`config.mk`:
```
export PLATFORM = sky130hd
export DESIGN_NAME = instruction_fetch
export DESIGN_NICKNAME = d
export VERILOG_FILES = /design/src/rtl/instruction_fetch_pkg.sv /design/src/rtl/instruction_fetch_instr_mem.sv /design/src/rtl/instruction_fetch.sv
export SDC_FILE = /design/constraint.sdc
export NUM_CORES = 2
export LEC_CHECK = 0
export CAP_MARGIN = 0
export CORE_ASPECT_RATIO = 0.9
export CORE_MARGIN = 2
export CORE_UTILIZATION = 45
export DETAILED_ROUTE_END_ITERATION = 8
export PLACE_DENSITY = 0.73
export SETUP_SLACK_MARGIN = 0.2
export SYNTH_ARGS = -nofsm -noshare
export SYNTH_HDL_FRONTEND = slang
export SYNTH_SLANG_ARGS = --single-unit
```
`constraint.sdc`:
```
create_clock -name i_clk -period 3 [get_ports i_clk]
set_input_delay 0.9 -clock i_clk [delete_from_list [all_inputs] [get_ports i_clk]]
set_output_delay 0.9 -clock i_clk [all_outputs]
set_load 0.005 [all_outputs]
```
`src/rtl/instruction_fetch_pkg.sv`:
```
// instruction_fetch_pkg: shared widths, PC constants and jump-address helper for the IF stage
package instruction_fetch_pkg;
  localparam int NB_REG_DEF = 32;
  localparam int NB_WIDHT_DEF = 9;
  localparam int NB_INST_DEF = 26;
  localparam logic [31:0] PC_RESET = 32'h0;
  localparam logic [31:0] PC_INC = 32'd4;
  function automatic logic [31:0] jump_addr(input logic [31:0] pc_plus4, input logic [25:0] index);
    return {pc_plus4[31:28], index, 2'b00};
  endfunction
endpackage

```
`src/rtl/instruction_fetch_instr_mem.sv`:
```
// instr_mem: word-addressed instruction memory, asynchronous read and synchronous write
module instr_mem #(
  parameter int NB_REG = 32,
  parameter int NB_ADDR = 7
) (
  input  logic              i_clk,
  input  logic              i_w_en,
  input  logic [NB_ADDR-1:0] i_waddr,
  input  logic [NB_REG-1:0]  i_wdata,
  input  logic [NB_ADDR-1:0] i_raddr,
  output logic [NB_REG-1:0]  o_data
);
  logic [NB_REG-1:0] mem [2**NB_ADDR];
  always_ff @(posedge i_clk)
    if (i_w_en) mem[i_waddr] <= i_wdata;
  assign o_data = mem[i_raddr];
endmodule

```
`src/rtl/instruction_fetch.sv`:
```
// instruction_fetch: PC register, next-PC selection and instruction memory of the MIPS IF stage
module instruction_fetch
  import instruction_fetch_pkg::*;
#(
  parameter int NB_REG = NB_REG_DEF,
  parameter int NB_WIDHT = NB_WIDHT_DEF,
  parameter int NB_INST = NB_INST_DEF
) (
  input  logic                i_clk,
  input  logic                i_reset,
  input  logic                i_dunit_clk_en,
  input  logic                i_dunit_w_en,
  input  logic [NB_WIDHT-1:0] i_dunit_addr,
  input  logic                i_PCSrc,
  input  logic                i_Jump,
  input  logic                i_JSel,
  input  logic                i_PCWrite,
  input  logic [NB_REG-1:0]   i_inmed,
  input  logic [NB_INST-1:0]  i_inst_to_mxp,
  input  logic [NB_REG-1:0]   i_pc_jsel,
  input  logic [NB_REG-1:0]   i_dunit_data,
  output logic [NB_REG-1:0]   o_pcplus4,
  output logic [NB_REG-1:0]   o_instruction
);
  logic [NB_REG-1:0] pc, pc_plus4, j_addr, pc_next;
  logic unused_addr;
  assign unused_addr = ^i_dunit_addr[1:0];
  assign pc_plus4 = pc + NB_REG'(PC_INC);
  assign j_addr = {pc_plus4[NB_REG-1:NB_REG-4], i_inst_to_mxp, 2'b00};
  always_comb
    pc_next = i_JSel ? i_pc_jsel : i_Jump ? j_addr : i_PCSrc ? i_inmed : pc_plus4;
  always_ff @(posedge i_clk or negedge i_reset)
    if (!i_reset) pc <= NB_REG'(PC_RESET);
    else if (i_dunit_clk_en && i_PCWrite) pc <= pc_next;
  // a write on an edge where reset is held low is dropped
  instr_mem #(.NB_REG(NB_REG), .NB_ADDR(NB_WIDHT-2)) u_mem (
    .i_clk  (i_clk),
    .i_w_en (i_dunit_w_en && i_reset),
    .i_waddr(i_dunit_addr[NB_WIDHT-1:2]),
    .i_wdata(i_dunit_data),
    .i_raddr(pc[NB_WIDHT-1:2]),
    .o_data (o_instruction)
  );
  assign o_pcplus4 = pc_plus4;
endmodule

```
==> metrics.md <==
| Metric | Value |
|---|---|
| Largest net degree at the start of global routing | `between 100 and 150` |
| Global-route wire length before repair | `~640000 um` |
| Post-synth EDFFs | `approximately 4k` |
| Area occupied by multi-input gates | `roughly 35000 sq um` |
| Die area | `between 300000 and 400000 sq um` |
| Worst-skew pair later-pin latency | `0.98 ns` |
| Outcome | `complete, but fails checks` |
| Clk slew on worst S/H paths | `0.06 ns` |
| Slew Limit Fails | `0` |
| Max_cap viols | `0` |
| Crit path max-delay family | `buffers and inverters` |
| Dpl cells | `roughly 12k` |
| Detailed placement HPWL | `around 270000 um` |
| Routed WL | `roughly 470000 um` |
| Worst slew margin | `0.206` |
| Startpoint Class | `flip-flop` |
| Fillers | `around 25k` |
| Setup crit end kind | `primary output` |
| Vias in the first global route | `between 80k and 90k` |
| Synth Cell Area | `between 150000 and 200000 sq um` |
| Tcrit/Tclk final | `1.76` |
| Die X | `631 um` |
| Post-CTS Hold Fix Bufs | `0` |
| Largest cells by area after synthesis | `edfxtp_1, mux4_2, mux2i_1` |
| RSZ-0062 raised after global routing | `yes` |
| Die height | `569 um` |
| PortBufs | `200` |
| Starting density of the core | `0.451` |
| FF+latch area | `between 100000 and 150000 sq um` |
| Place WS | `-1.93 ns` |
| Yosys top cell area share | `0.772` |
| Sw frac | `0.245` |
| Crit-path cells | `buf_6, buf_8, buf_12, buf_16, buf_12, buf_16, mux4_2, mux4_2, o211ai_1, buf_4, nand4_1, buf_2` |
| Drt pass-1 iters | `8` |
| CTS Root Cell | `clkbuf_16` |
| Failing checks | `negative setup slack` |
| Final setup violation count | `between 60 and 70` |
| Synth warnings | `0` |
| Syn nets | `about 7k` |
| Synthesized flop and latch total | `approximately 4.1k` |
| Layout cells sized above 1 | `0.382` |
| Seq pwr share | `0.476` |
| Worst Hold Class | `primary input to asynchronous set/reset pin` |
| Fin crit period | `5.28 ns` |
| Switching pwr | `32.7 mW` |
| Layout Cells excl Fill | `13.4k` |
| Drt drc | `0` |
| Slowest library cell on the worst path | `dfrtp_4` |
| Placer Congestion | `between 0.9 and 1` |
| Post-synthesis area per instance | `approximately 23 sq um` |
| Vias | `between 80k and 90k` |
| Initial antenna violation count | `33` |
| CTS tree | `yes` |
| Clock power share | `0.374` |
| Sequential-to-total area share from yosys stat | `0.777` |
| Fin nets | `between 8k and 9k` |
| CTS sink cnt | `between 4k and 5k` |
| FFs w/ async S/R, synth | `0.00775` |
| # H-tree levels | `5` |
| Slowest cell delay on critical path | `0.55 ns` |
| I/O Pins | `slightly above 200` |
| Routed vias/inst | `between 6 and 7` |
| Comb power frac | `0.150` |
| Synth cell types | `66` |
| ANT nets after route | `0` |
| GRT Total Usage | `0.252` |
| WHS | `between 0.1 and 0.15 ns` |
| Worst Path Required | `~2.1 ns` |
| CP Max Fanout | `6` |
| Total gr overflow | `0` |
| Cells after Synth | `~7k` |
| Overall Power | `around 130 mW` |
| Internal | `101 mW` |
| Peak supply drop | `roughly 0.55 mV` |
| Most common flop cell mapped by yosys | `edfxtp_1` |
| CTS Buf Count | `397` |
| Worst-Margin Slew | `between 1 and 1.5 ns` |
| Initial drt markers | `13.3k` |
| Bufs and invs on worst path | `8` |
| Achievable frequency | `roughly 190 MHz` |
| Layout Skew | `0.0596 ns` |
| Mean routed wirelength per cell | `around 35 um` |
| Final WS setup | `-2.28 ns` |
| CORE AREA | `approximately 350000 sq um` |
| Critical path type | `flip-flop to primary output` |
| Synth area leader | `edfxtp_1` |
| Std cell rows | `slightly above 200` |
| P_leak | `63.2 nW` |
| Worst Path Arrival | `~4.4 ns` |
| Area growth syn-to-layout | `23.0%` |
| Pwr dens | `682 nW/um^2` |
| Clock tree buffer depth | `4` |
| Hold violation count in the final report | `0` |
-- power groups by stage --
| stage | combinational, mW | sequential, mW | clock (mW) |
|---|---|---|---|
| after floorplan | 8.87 | 64.9 | 0 |
| after detailed placement | 17.5 | 64.9 | 0 |
| after global placement | 17.3 | 64.9 | 0 |
| after global routing | 20.6 | 63.7 | 52.3 |
| after CTS | 18.7 | 63.7 | 50.2 |
| final | 20.0 | 63.7 | 50.0 |
-- area by class of cell --
| cell class | instances | area share |
|---|---|---|
| Timing Repair Buffer | 1443 | 0.0911 |
| Inverter | 10 | 0.000192 |
| Antenna cell | 12 | 0.000153 |
| Clock inverter | 239 | 0.0131 |
| Multi-Input combinational cell | 2328 | 0.181 |
| Clock buffer | 491 | 0.0528 |
| Sequential cell | 4128 | 0.632 |
| Tap cell | 4702 | 0.0300 |
-- logic make-up (layout without fill, tap and decap cells) --
family / after synthesis / after routing / share of synthesized area
flops: 4128 / 4128 / 0.777
mux: 1397 / 1397 / 0.174
compound gates: 461 / 461 / 0.0201
simple gates: 444 / 444 / 0.0132
buf+inv: 403 / 2183 / 0.0146
xor+xnor: 25 / 25 / 0.00137
fa+ha+maj: 1 / 1 / 0.0000785
other cells: 0 / 12 / 0
-- flip-flops by register name, indices dropped and copies added, names as in the netlist --
name,count
u_mem.mem,4096
pc,32
-- per-layer routing --
metal,track usage,routed length (um),vias to the layer above,share of wire
met5,0,149,-,0.00032
met4,0.109,23000,24,0.049
met3,0.0588,56800,983,0.12
met2,0.407,224000,6355,0.48
met1,0.330,162000,44200,0.35
li1,-,-,32400,-
-- worst paths after layout --
kind	start	to	slack (ns)	depth (start not counted)
worst max-delay path	pc[2]	o_instruction[19]	-2.28	12
worst min-delay path	i_reset	pc[4]	0.12	2
worst max register to register	pc[2]	pc[9]	0.03	14
worst min register to register	pc[21]	pc[21]	0.48	1
max in group asynchronous	i_reset	pc[5]	2.40	2
min in group i_clk	i_dunit_data[14]	u_mem.mem[61][14]	0.17	1
-- synth_stat cells, drive strengths merged (4+ instances only) --
| master | n |
|---|---|
| mux4 | 1096 |
| nand3b | 4 |
| inv | 9 |
| o211ai | 34 |
| o31ai | 9 |
| xnor2 | 15 |
| buf | 236 |
| nand2 | 81 |
| a31oi | 5 |
| mux2 | 24 |
| dfrtp | 32 |
| o41ai | 9 |
| nand4 | 27 |
| a21boi | 5 |
| a221o | 4 |
| nor2 | 176 |
| o22ai | 9 |
| or2 | 7 |
| o21ai | 61 |
| clkbuf | 157 |
| mux2i | 277 |
| nor4 | 7 |
| o221ai | 4 |
| nand2b | 15 |
| o2111ai | 14 |
| and3 | 8 |
| a21oi | 80 |
| o21a | 4 |
| nor2b | 38 |
| a221oi | 19 |
| a22oi | 160 |
| and2 | 8 |
| a211o | 15 |
| edfxtp | 4096 |
| nor3 | 13 |
| a211oi | 10 |
| or3 | 4 |
| xor2 | 10 |
| nand3 | 44 |
-- stage by stage --
step	cell area, sq um	TNS, ns	utilization
after floorplan	160000	-267.10	-
after global placement	179000	-195.35	0.506
after detailed placement	179000	-289.45	0.506
after CTS	194000	-103.90	0.548
after global routing	196000	-105.54	0.555
final	196000	-102.33	0.555
-- repair_timing --
action                                  in CTS  in global routing
resized for setup                          312                251
pin swaps                                   41                 83
gates cloned                                20                 13
endpoints found under the setup margin      76                 66
setup buffers                               47                156
hold endpoints to repair                     0                  0
-- cells in the final DEF, fill, tap and decap left out, types with 12 or more instances in the layout --
cell type,netlist,routed
nand3_1,44,29
buf_16,0,37
mux2_2,24,24
clkinv_1,1,87
buf_4,53,720
o211ai_1,34,34
nand2b_1,15,13
buf_2,80,26
o21ai_0,60,43
clkinv_2,0,68
a211o_1,15,14
nor2b_1,38,33
a22oi_1,160,127
clkbuf_1,157,91
a221oi_1,19,16
a22oi_2,0,33
nand2_1,81,76
mux4_2,1096,1096
buf_12,3,407
clkdlybuf4s50_1,0,107
mux2i_2,0,12
nand4_1,27,27
clkinv_16,0,14
buf_6,47,84
o21ai_1,1,14
mux2i_1,277,262
clkbuf_16,0,416
nor2_4,0,131
bufinv_16,0,37
buf_8,10,16
dfrtp_1,32,25
a21oi_1,80,72
diode_2,0,12
edfxtp_1,4096,4096
nor2_1,176,39
(Power assumes the default switching activity.)
